### src/rtl/f_alu_dispatch.sv
// f_alu_dispatch -- valid/ready front-end that holds FP ALU inputs for a settle window
// and returns the tagged result (rev 1.0)
`default_nettype none

module f_alu_dispatch #(
  parameter int SETTLE_CYCLES = 4
) (
  input  logic        CLK,
  input  logic        RESET,
  input  logic        REQ_VALID,
  output logic        REQ_READY,
  input  logic [31:0] REQ_DATA1,
  input  logic [31:0] REQ_DATA2,
  input  logic [31:0] REQ_DATA3,
  input  logic [5:0]  REQ_SELECT,
  input  logic [4:0]  REQ_RD,
  output logic [31:0] ALU_DATA1,
  output logic [31:0] ALU_DATA2,
  output logic [31:0] ALU_DATA3,
  output logic [5:0]  ALU_SELECT,
  input  logic [31:0] ALU_RESULT,
  output logic        RSP_VALID,
  input  logic        RSP_READY,
  output logic [31:0] RSP_RESULT,
  output logic [4:0]  RSP_RD,
  output logic        BUSY
);

  typedef enum logic [1:0] {
    IDLE = 2'd0,
    EXEC = 2'd1,
    HOLD = 2'd2
  } state_e;

  localparam logic [3:0] CNT_LOAD = 4'(SETTLE_CYCLES - 1);

  state_e      state_q, state_d;
  logic [3:0]  cnt_q, cnt_d;
  logic [31:0] alu_data1_q, alu_data1_d;
  logic [31:0] alu_data2_q, alu_data2_d;
  logic [31:0] alu_data3_q, alu_data3_d;
  logic [5:0]  alu_select_q, alu_select_d;
  logic [4:0]  tag_q, tag_d;
  logic [31:0] rsp_result_q, rsp_result_d;
  logic [4:0]  rsp_rd_q, rsp_rd_d;
  logic        rsp_valid_q, rsp_valid_d;
  logic        req_ready;
  logic        load;

  always_comb begin
    state_d      = state_q;
    cnt_d        = cnt_q;
    alu_data1_d  = alu_data1_q;
    alu_data2_d  = alu_data2_q;
    alu_data3_d  = alu_data3_q;
    alu_select_d = alu_select_q;
    tag_d        = tag_q;
    rsp_result_d = rsp_result_q;
    rsp_rd_d     = rsp_rd_q;
    rsp_valid_d  = rsp_valid_q;
    req_ready    = 1'b0;
    load         = 1'b0;

    unique case (state_q)
      IDLE: begin
        req_ready = 1'b1;
        if (REQ_VALID) begin
          load    = 1'b1;
          state_d = EXEC;
        end
      end
      EXEC: begin
        if (cnt_q != 4'd0) begin
          cnt_d = cnt_q - 4'd1;
        end else begin
          rsp_result_d = ALU_RESULT;
          rsp_rd_d     = tag_q;
          rsp_valid_d  = 1'b1;
          state_d      = HOLD;
        end
      end
      HOLD: begin
        // Ready follows the consumer so a new op can issue on the response handshake edge
        req_ready = RSP_READY;
        if (RSP_READY) begin
          rsp_valid_d = 1'b0;
          if (REQ_VALID) begin
            load    = 1'b1;
            state_d = EXEC;
          end else begin
            state_d = IDLE;
          end
        end
      end
      default: state_d = IDLE;
    endcase

    if (load) begin
      alu_data1_d  = REQ_DATA1;
      alu_data2_d  = REQ_DATA2;
      alu_data3_d  = REQ_DATA3;
      alu_select_d = REQ_SELECT;
      tag_d        = REQ_RD;
      cnt_d        = CNT_LOAD;
    end
  end

  always_ff @(posedge CLK) begin
    if (RESET) begin
      state_q      <= IDLE;
      cnt_q        <= 4'd0;
      alu_data1_q  <= 32'd0;
      alu_data2_q  <= 32'd0;
      alu_data3_q  <= 32'd0;
      alu_select_q <= 6'd0;
      tag_q        <= 5'd0;
      rsp_result_q <= 32'd0;
      rsp_rd_q     <= 5'd0;
      rsp_valid_q  <= 1'b0;
    end else begin
      state_q      <= state_d;
      cnt_q        <= cnt_d;
      alu_data1_q  <= alu_data1_d;
      alu_data2_q  <= alu_data2_d;
      alu_data3_q  <= alu_data3_d;
      alu_select_q <= alu_select_d;
      tag_q        <= tag_d;
      rsp_result_q <= rsp_result_d;
      rsp_rd_q     <= rsp_rd_d;
      rsp_valid_q  <= rsp_valid_d;
    end
  end

  assign REQ_READY  = req_ready;
  assign ALU_DATA1  = alu_data1_q;
  assign ALU_DATA2  = alu_data2_q;
  assign ALU_DATA3  = alu_data3_q;
  assign ALU_SELECT = alu_select_q;
  assign RSP_VALID  = rsp_valid_q;
  assign RSP_RESULT = rsp_result_q;
  assign RSP_RD     = rsp_rd_q;
  assign BUSY       = (state_q != IDLE);

endmodule

`default_nettype wire

### config.mk
export PLATFORM = sky130hd
export DESIGN_NAME = f_alu_dispatch
export DESIGN_NICKNAME = d
export VERILOG_FILES = /design/src/rtl/f_alu_dispatch.sv
export SDC_FILE = /design/constraint.sdc
export NUM_CORES = 1
export LEC_CHECK = 0
export BUFFER_PORTS_ARGS = -buffer_cell sky130_fd_sc_hd__buf_2
export CORE_ASPECT_RATIO = 2
export CORE_MARGIN = 8
export CORE_UTILIZATION = 45
export DETAILED_ROUTE_END_ITERATION = 16
export GPL_ROUTABILITY_DRIVEN = 0
export MAX_ROUTING_LAYER = met4
export PLACE_DENSITY = 0.81
export SLEW_MARGIN = 20
export SYNTH_ARGS = -nofsm -noshare
export SYNTH_HDL_FRONTEND = slang
export SYNTH_SLANG_ARGS = --single-unit
### constraint.sdc
create_clock -name CLK -period 2.1 [get_ports CLK]
set_input_delay 0.63 -clock CLK [delete_from_list [all_inputs] [get_ports CLK]]
set_output_delay 0.63 -clock CLK [all_outputs]
set_load 0.02 [all_outputs]
==> results.yml, run 1 <==
outcome:
  status: "completed"
worst_setup_path:
  cpPeakStageDelay_ns: 0.49
  cp_max_fo: 7
  critPathSlowestCell: "dfxtp_1"
  crit_arrival_ns: 1.36
  path_buf_inv: 1
  path_class: "flop to primary output"
  cp.required_ns: 1.47
  end_kind: "primary output"
  crit_chain: "nor2b_4 -> nor2_1 -> buf_2"
  crit_path_start_kind: "flop"
  crit_family: "flip-flops"
global_routing:
  grt_max_degree: 78
  grt_use_total_pct: 22.4
  grt_pass1_wl_mm: 30.0
  overflow: 0
  antenna_found_initial: 0
  grt_pass1_vias: 6208
final_layout:
  antenna_cells: 0
  fillers: 1138
  syn_to_final_growth_pct: 37.2
  drive_above_1_share_pct: 36.1
  fin_nets: 1086
sta:
  final_max_slew_viol_count: 0
  slew_headroom_pct: 72.0
  worst_pin_slew_ns: 0.420
  fin_skew_ns: 0.0111
  setup_violations: 0
  hold_violations: 0
  period_minus_slack_ns: 1.99
  fmax_ghz: 0.501
  rsz0062_at_grt: "no"
  setup_tns_ns: 0
  setup_ws_ns: 0.106
  whs_ns: 0.459
  fin_crit_sh_pct: 95.0
yosys:
  yosysWarnings: 0
  synth_area_um2: 5810
  synth-edff-count: 0
  syn-instance-count: 701
  synthArstFlopShare_pct: 0
  postSynthAreaPerCell_um2: 8.29
  synth_nets: 846
  ys_seq_area_share_pct: 52.0
  synth_ff_type: "dfxtp_1"
  yosysUniqueCellTypes: 31
  ys_seq_elements: 151
power:
  combinationalPowerShare_pct: 17.3
  p_sw_share_pct: 28.6
  ir_drop_mv: 0.716
  p_sw_uw: 2190
  pwr-share-seq_pct: 41.3
  power_density_nw_per_um2: 959
  p_leak_uw: 0.00353
  internal_power_uw: 5450
  clock_power_share_pct: 41.3
route:
  num_vias: 6304
  final_antenna_net_count: 0
  wl_per_cell_um: 17.6
  drc: 0
  dr.pass1.iters: 5
  via_per_inst: 5.70
  drt_iter0_drc: 467
  finalWirelength_mm: 19.4
clock_network:
  cts.clk_slew.worst_paths_ns: 0.06
  cts_root_buffer: "clkbuf_16"
  ctsHoldBuffers: 0
  post_cts_buffers: 0
  cts.repair.resized: 0
  cts_tree: "yes"
  cts_max_level: 4
  clk_path_buf_depth: 2
  numCtsBuffers: 17
  cts.sinks: 151
  clkLatencyLatePin_ns: 0.42
floorplanning:
  coreArea_um2: 12800
  io_pins: 285
  num_rows: 59
  initial_core_util_pct: 45.2
  fp.dieW_um: 96.3
  die_height_um: 177
  design.die.area_um2: 17000
placement:
  dpl_worst_slack_ns: 0.262
  hpwl_mm: 13.4
  io_buffers: 284
worst_hold_path:
  hp-class: "input port to flop"
job:
  cap_violations: 0
==> metrics by stage <==
| stage | instance area (µm²) | instances | power [µW] | utilization (%) |
|---|---|---|---|---|
| floorplan | 5810 | 701 | 4020 | - |
| global placement | 7360 | 1074 | 4510 | 57.3 |
| detailed placement | 7360 | 1074 | 4550 | 57.3 |
| CTS | 7970 | 1106 | 7700 | 62.0 |
| global route | 7970 | 1106 | 7960 | 62.0 |
| finish | 7970 | 1106 | 7640 | 62.0 |
==> area by class of cell <==
type / instances / area [µm²] / share of cell area [%]
clock inverters: 12 / 166 / 2.09
well taps: 152 / 190 / 2.39
inverters: 2 / 7.51 / 0.0942
multi-input cells: 464 / 2430 / 30.5
repair buffers: 305 / 1710 / 21.4
clock buffers: 20 / 447 / 5.60
flip-flops and latches: 151 / 3020 / 37.9
==> worst min-delay path: cells and delay by family <==
| family | cells | cell delay [ns] |
|---|---|---|
| simple gates | 1 | 0.05 |
| buf+inv | 1 | 0.09 |
| compound gates | 1 | 0.05 |
==> cell usage after synthesis, drive strengths merged (2+ instances only) <==
cell type	instances	area (µm²)
a21oi	145	726
a221oi	2	17.5
a311oi	2	17.5
and2b	2	15.0
buf	23	141
clkbuf	61	231
dfxtp	151	3020
ha	2	25.0
inv	2	7.51
nand2b	3	26.3
nand3	144	721
nand3b	2	15.0
nor2	4	15.0
nor2b	2	12.5
o21ai	145	726
==> layout by cell type, fill, tap and decap left out, types with 3 or more instances in the layout <==
master / n
buf_4: 12
buf_12: 10
nand3_1: 144
clkbuf_16: 17
bufinv_16: 3
a21oi_1: 145
buf_2: 283
inv_6: 3
clkinvlp_4: 4
o21ai_1: 7
o21ai_0: 138
nor2_1: 4
dfxtp_1: 151
==> path summary, 6_finish.rpt <==
path / startpoint / to / slack (ns) / cells past startpoint
setup / recovery: state_q[1]$_SDFFE_PP0P_ / REQ_READY / 0.11 / 3
hold / removal: REQ_DATA3[9] / ALU_DATA3[9]$_SDFFE_PP0P_ / 0.46 / 3
setup reg to reg: cnt_q[0]$_SDFFE_PP0P_ / RSP_RESULT[15]$_SDFFE_PP0P_ / 0.38 / 6
hold reg to reg: ALU_DATA2[26]$_SDFFE_PP0P_ / ALU_DATA2[26]$_SDFFE_PP0P_ / 0.47 / 2
==> power by group through the flow <==
| stage | Combinational, µW | Clock (µW) | Sequential, µW |
|---|---|---|---|
| floorplan | 596 | 0 | 3420 |
| global placement | 1300 | 0 | 3210 |
| detailed placement | 1330 | 0 | 3220 |
| CTS | 1330 | 3210 | 3160 |
| global route | 1450 | 3340 | 3180 |
| finish | 1330 | 3160 | 3160 |
==> metal layers <==
layer | global-route usage [%] | wire length [µm]
met1 | 27.8 | 7850
met2 | 34.1 | 9160
met3 | 6.16 | 2160
met4 | 7.50 | 253
met5 | - | 0
==> kinds of logic after synthesis <==
family          after synthesis  share of synthesized area, %
compound gates              298                          26.2
xor+xnor                      1                         0.151
fa+ha+maj                     2                         0.431
buf+inv                      86                          6.55
flops                       151                          52.0
simple gates                163                          14.6
==> state kept, by name, summed over array words and instances (netlist names), 4 cells and up <==
name and flops:
RSP_RD 5, cnt_q 4, ALU_DATA3 32, tag_q 5
ALU_DATA2 32, RSP_RESULT 32, ALU_SELECT 6, ALU_DATA1 32
No activity file was read; power rests on OpenSTA's default activity.
==> run 2, diff against run 1 <==
- CORE_UTILIZATION: 45 -> 46
- PLACE_DENSITY: 0.81 -> 0.82
==> run 2 against run 1 <==
Net effect: first-iteration DRC count decreased by 14%; flip-flop and latch count unchanged; die area decreased by 1.9%; wire length increased by 4.1%; critical path depth unchanged; sequential power about the same; count of clock-buffer cells in the layout unchanged; core utilization increased by 1.8 points; global-route usage increased by 1.5 points.
==> results.yml, run 2 (same netlist as run 1, synthesis figures left out) <==
clock_network:
  cts.sinks: 151
  clk_path_buf_depth: 2
  cts_max_level: 4
  numCtsBuffers: 17
  cts_tree: "yes"
  cts_root_buffer: "clkbuf_16"
  ctsHoldBuffers: 0
  cts.clk_slew.worst_paths_ns: 0.06
  post_cts_buffers: 0
  cts.repair.resized: 0
  clkLatencyLatePin_ns: 0.40
sta:
  setup_ws_ns: 0.119
  fin_skew_ns: 0.00733
  final_max_slew_viol_count: 0
  setup_violations: 0
  period_minus_slack_ns: 1.98
  rsz0062_at_grt: "no"
  worst_pin_slew_ns: 0.582
  fin_crit_sh_pct: 94.3
  whs_ns: 0.464
  setup_tns_ns: 0
  fmax_ghz: 0.505
  hold_violations: 0
  slew_headroom_pct: 61.2
worst_setup_path:
  cp_max_fo: 7
  crit_path_start_kind: "flop"
  path_class: "flop to primary output"
  crit_arrival_ns: 1.35
  end_kind: "primary output"
  cp.required_ns: 1.47
final_layout:
  layout_commonest_cell: "buf_2"
  fin_nets: 1087
  drive_above_1_share_pct: 36.2
  finalNonFillerCells: 1108
  syn_to_final_growth_pct: 37.2
  design_area_um2: 7970
  final_cell_mix: "283 x buf_2, 151 x dfxtp_1, 145 x a21oi_1, 144 x nand3_1, 138 x o21ai_0"
global_routing:
  grt_max_degree: 71
  grt_use_total_pct: 23.9
  grt_pass1_vias: 6171
  antenna_found_initial: 3
  grt_pass1_wl_mm: 31.1
  overflow: 0
placement:
  placed_cell_area_um2: 7360
  dpl_worst_slack_ns: 0.309
  post-place-cells: 1073
  hpwl_mm: 14.1
  io_buffers: 284
power:
  p_sw_share_pct: 29.0
  internal_power_uw: 5360
  pwr-share-seq_pct: 41.8
  p_sw_uw: 2190
  ir_drop_mv: 0.710
  combinationalPowerShare_pct: 17.7
  p_leak_uw: 0.00353
  power_density_nw_per_um2: 948
  clock_power_share_pct: 40.5
floorplanning:
  io_pins: 285
  coreArea_um2: 12500
  initial_core_util_pct: 46.5
  die_height_um: 175
  design.die.area_um2: 16700
  num_rows: 58
  fp.dieW_um: 95.5
route:
  drc: 0
  final_antenna_net_count: 0
  via_per_inst: 5.65
  num_vias: 6260
  wl_per_cell_um: 18.3
  finalWirelength_mm: 20.2
  drt_iter0_drc: 403
  dr.pass1.iters: 5
outcome:
  status: "completed"
worst_hold_path:
  hp-class: "flop to flop"
job:
  cap_violations: 0
==> run 2: per-layer routing <==
metal  GRT usage, %  vias to the layer above  routed length [µm]
li1               -                     2995                   -
met1           26.4                     2865                7430
met2           38.4                      332               10300
met3           4.26                       68                1560
met4           14.8                        0                 927
met5              -                        -                   0
==> run 2: per-stage QoR <==
| step | utilization [%] | power, µW |
|---|---|---|
| 3_3_place_gp | 59.0 | 4520 |
| 2_1_floorplan | - | 4020 |
| 5_1_grt | 63.8 | 7840 |
| 6_report | 63.8 | 7550 |
| 3_5_place_dp | 59.0 | 4550 |
| 4_1_cts | 63.8 | 7610 |
==> run 2: power groups by stage <==
stage          Sequential, µW  Clock (µW)  Combinational [µW]
4_1_cts                  3150        3110                1340
3_5_place_dp             3220           0                1340
3_3_place_gp             3210           0                1320
5_1_grt                  3180        3220                1450
6_report                 3160        3060                1340
2_1_floorplan            3420           0                 596
==> run 2: critical path: stages, from the launching register on <==
cell	delay, ns
dfxtp_1	0.47
nor2b_4	0.25
nor2_1	0.06
buf_2	0.17
==> run 2: path summary, 6_finish.rpt <==
kind	startpoint	endpoint	slack, ns	depth (start not counted)
worst max-delay path	state_q[1]$_SDFFE_PP0P_	REQ_READY	0.12	3
worst min-delay path	tag_q[0]$_SDFFE_PP0P_	RSP_RD[0]$_SDFFE_PP0P_	0.46	2
worst max register to register	cnt_q[1]$_SDFFE_PP0P_	RSP_RD[1]$_SDFFE_PP0P_	0.25	6
worst min register to register	tag_q[0]$_SDFFE_PP0P_	RSP_RD[0]$_SDFFE_PP0P_	0.46	2
==> run 2: area by class of cell <==
| type | count | area (µm²) |
|---|---|---|
| clock inverter | 12 | 141 |
| inverter | 2 | 7.51 |
| multi-input combinational | 464 | 2430 |
| timing repair buffer | 306 | 1710 |
| fill | 1109 | 4510 |
| sequential | 151 | 3020 |
| tap | 150 | 188 |
| antenna | 3 | 7.51 |
| clock buffer | 20 | 457 |
==> run 3, diff against run 2 <==
- RECOVER_POWER: not set -> 25
==> run 3 against run 2 <==
Net effect: die area unchanged; combinational power is essentially flat; clock power barely moved; register-to-register slack is essentially flat; setup slack got worse by 0.0061 ns; count of clock-buffer cells in the layout did not move; clock skew fell by 0.00079 ns; first-iteration DRC count fell by 0.50%; flip-flop and latch count stayed put; core utilization shrank 0.62 points; cell count is the same; critical path type unchanged; largest cell class unchanged.
==> results.yml, run 3 (same netlist as run 1, synthesis figures left out) <==
worst_hold_path:
  min_from: "tag_q[0]$_SDFFE_PP0P_"
  hp-class: "flop to flop"
  whs_path_depth: 2
  min_to: "RSP_RD[0]$_SDFFE_PP0P_"
route:
  finalWirelength_mm: 20.2
  dr.pass1.iters: 5
  via_per_inst: 5.63
  drc: 0
  drt_iter0_drc: 401
  final_antenna_net_count: 0
  wl_per_cell_um: 18.2
  num_vias: 6236
final_layout:
  drive_above_1_share_pct: 30.8
  fillers: 1146
  syn_to_final_growth_pct: 35.8
  final_cell_mix: "231 x buf_2, 151 x dfxtp_1, 145 x a21oi_1, 144 x nand3_1, 140 x o21ai_0"
  layout_commonest_cell: "buf_2"
  fin_nets: 1087
job:
  cap_violations: 0
global_routing:
  grt_util_met1_pct: 26.4
  grt_busiest_layer: "met2"
  grt_max_degree: 71
  overflow: 0
  antenna_found_initial: 3
  grt_pass1_wl_mm: 31.1
  grt_use_met2_pct: 38.4
  grt_pass1_vias: 6171
  met3_usage_pct: 4.26
  grt_use_total_pct: 23.9
floorplanning:
  die_height_um: 175
  num_rows: 58
  fp.dieW_um: 95.5
  coreArea_um2: 12500
  design.die.area_um2: 16700
  initial_core_util_pct: 46.5
  io_pins: 285
worst_setup_path:
  cpPeakStageDelay_ns: 0.47
  end_kind: "primary output"
  crit_cells: 3
  r2r-start: "cnt_q[1]$_SDFFE_PP0P_"
  path_buf_inv: 1
  crit_chain: "nor2b_4 -> nor2_1 -> buf_2"
  r2r_setup_slack_ns: 0.25
  path_class: "flop to primary output"
  crit_family: "flip-flops"
  crit_arrival_ns: 1.36
  cp.required_ns: 1.47
  reg2reg_to: "RSP_RD[1]$_SDFFE_PP0P_"
  crit_path_start_kind: "flop"
  critPathSlowestCell: "dfxtp_1"
  critPathLaunch: "state_q[1]$_SDFFE_PP0P_"
  cp_max_fo: 7
  r2r_cells: 6
sta:
  setup_tns_ns: 0
  setup_ws_ns: 0.113
  setup_violations: 0
  fin_crit_sh_pct: 94.6
  hold_violations: 0
  rsz0062_at_grt: "no"
  slew_headroom_pct: 56.3
  fin_skew_ns: 0.00654
  final_max_slew_viol_count: 0
  fmax_ghz: 0.503
  worst_pin_slew_ns: 0.656
  period_minus_slack_ns: 1.99
clock_network:
  ctsHoldBuffers: 0
  cts_max_level: 4
  cts.repair.resized: 0
  numCtsBuffers: 17
  post_cts_buffers: 0
  cts.sinks: 151
  clk_path_buf_depth: 2
  cts_tree: "yes"
  cts_root_buffer: "clkbuf_16"
  clkLatencyLatePin_ns: 0.41
  cts.clk_slew.worst_paths_ns: 0.06
power:
  p_leak_uw: 0.00332
  ir_drop_mv: 0.708
  power_density_nw_per_um2: 954
placement:
  io_buffers: 284
  hpwl_mm: 14.1
  dpl_worst_slack_ns: 0.309
outcome:
  status: "completed"
==> run 3: cell count changes in the layout (fill, tap and decap cells not counted), sizes merged <==
cell    previous run  this run
clkbuf            20        73
buf              306       253
==> run 3: worst max path at each step <==
stage / to / slack, ns
floorplan: REQ_READY / 0.1
global placement: REQ_READY / 0.34
detailed placement: cnt_q[2]$_SDFFE_PP0P_ / 0.31
CTS: REQ_READY / 0.09
global route: REQ_READY / 0.04
finish: REQ_READY / 0.11
==> run 3: worst min-delay path: cells and delay by family (launching register included) <==
family | cells | cell delay [ns]
AOI/OAI and AO/OA | 1 | 0.05
and+or+nand+nor | 1 | 0.06
DFF | 1 | 0.30
==> run 3: final cells by class <==
type | instances | area, µm² | share of cell area [%]
tap | 150 | 188 | 2.38
clock buffer | 20 | 457 | 5.79
inverter | 2 | 7.51 | 0.0951
antenna | 3 | 7.51 | 0.0951
multi-input combinational | 464 | 2430 | 30.8
clock inverter | 12 | 141 | 1.79
timing repair buffer | 306 | 1640 | 20.7
sequential | 151 | 3020 | 38.3
==> run 3: metal layers <==
metal | share of wire [%] | vias up
li1 | - | 2994
met1 | 37 | 2875
met2 | 51 | 303
met3 | 7.2 | 64
met4 | 4.6 | 0
met5 | 0 | -
==> run 3: where the power goes <==
group,switching [µW],internal [µW],total [µW]
Combinational,861,450,1310
Sequential,98.3,3060,3160
Clock,1230,1830,3060
Total,2190,5340,7530
==> run 3: stage by stage <==
stage	cell area, µm²	std cells	power (µW)	hold slack, ns	util (%)
floorplan	5810	701	4020	0.440	-
global placement	7360	1073	4520	0.451	59.0
detailed placement	7360	1073	4550	0.454	59.0
CTS	7960	1105	7610	0.448	63.8
global route	7890	1108	7820	0.457	63.2
finish	7890	1108	7530	0.463	63.2
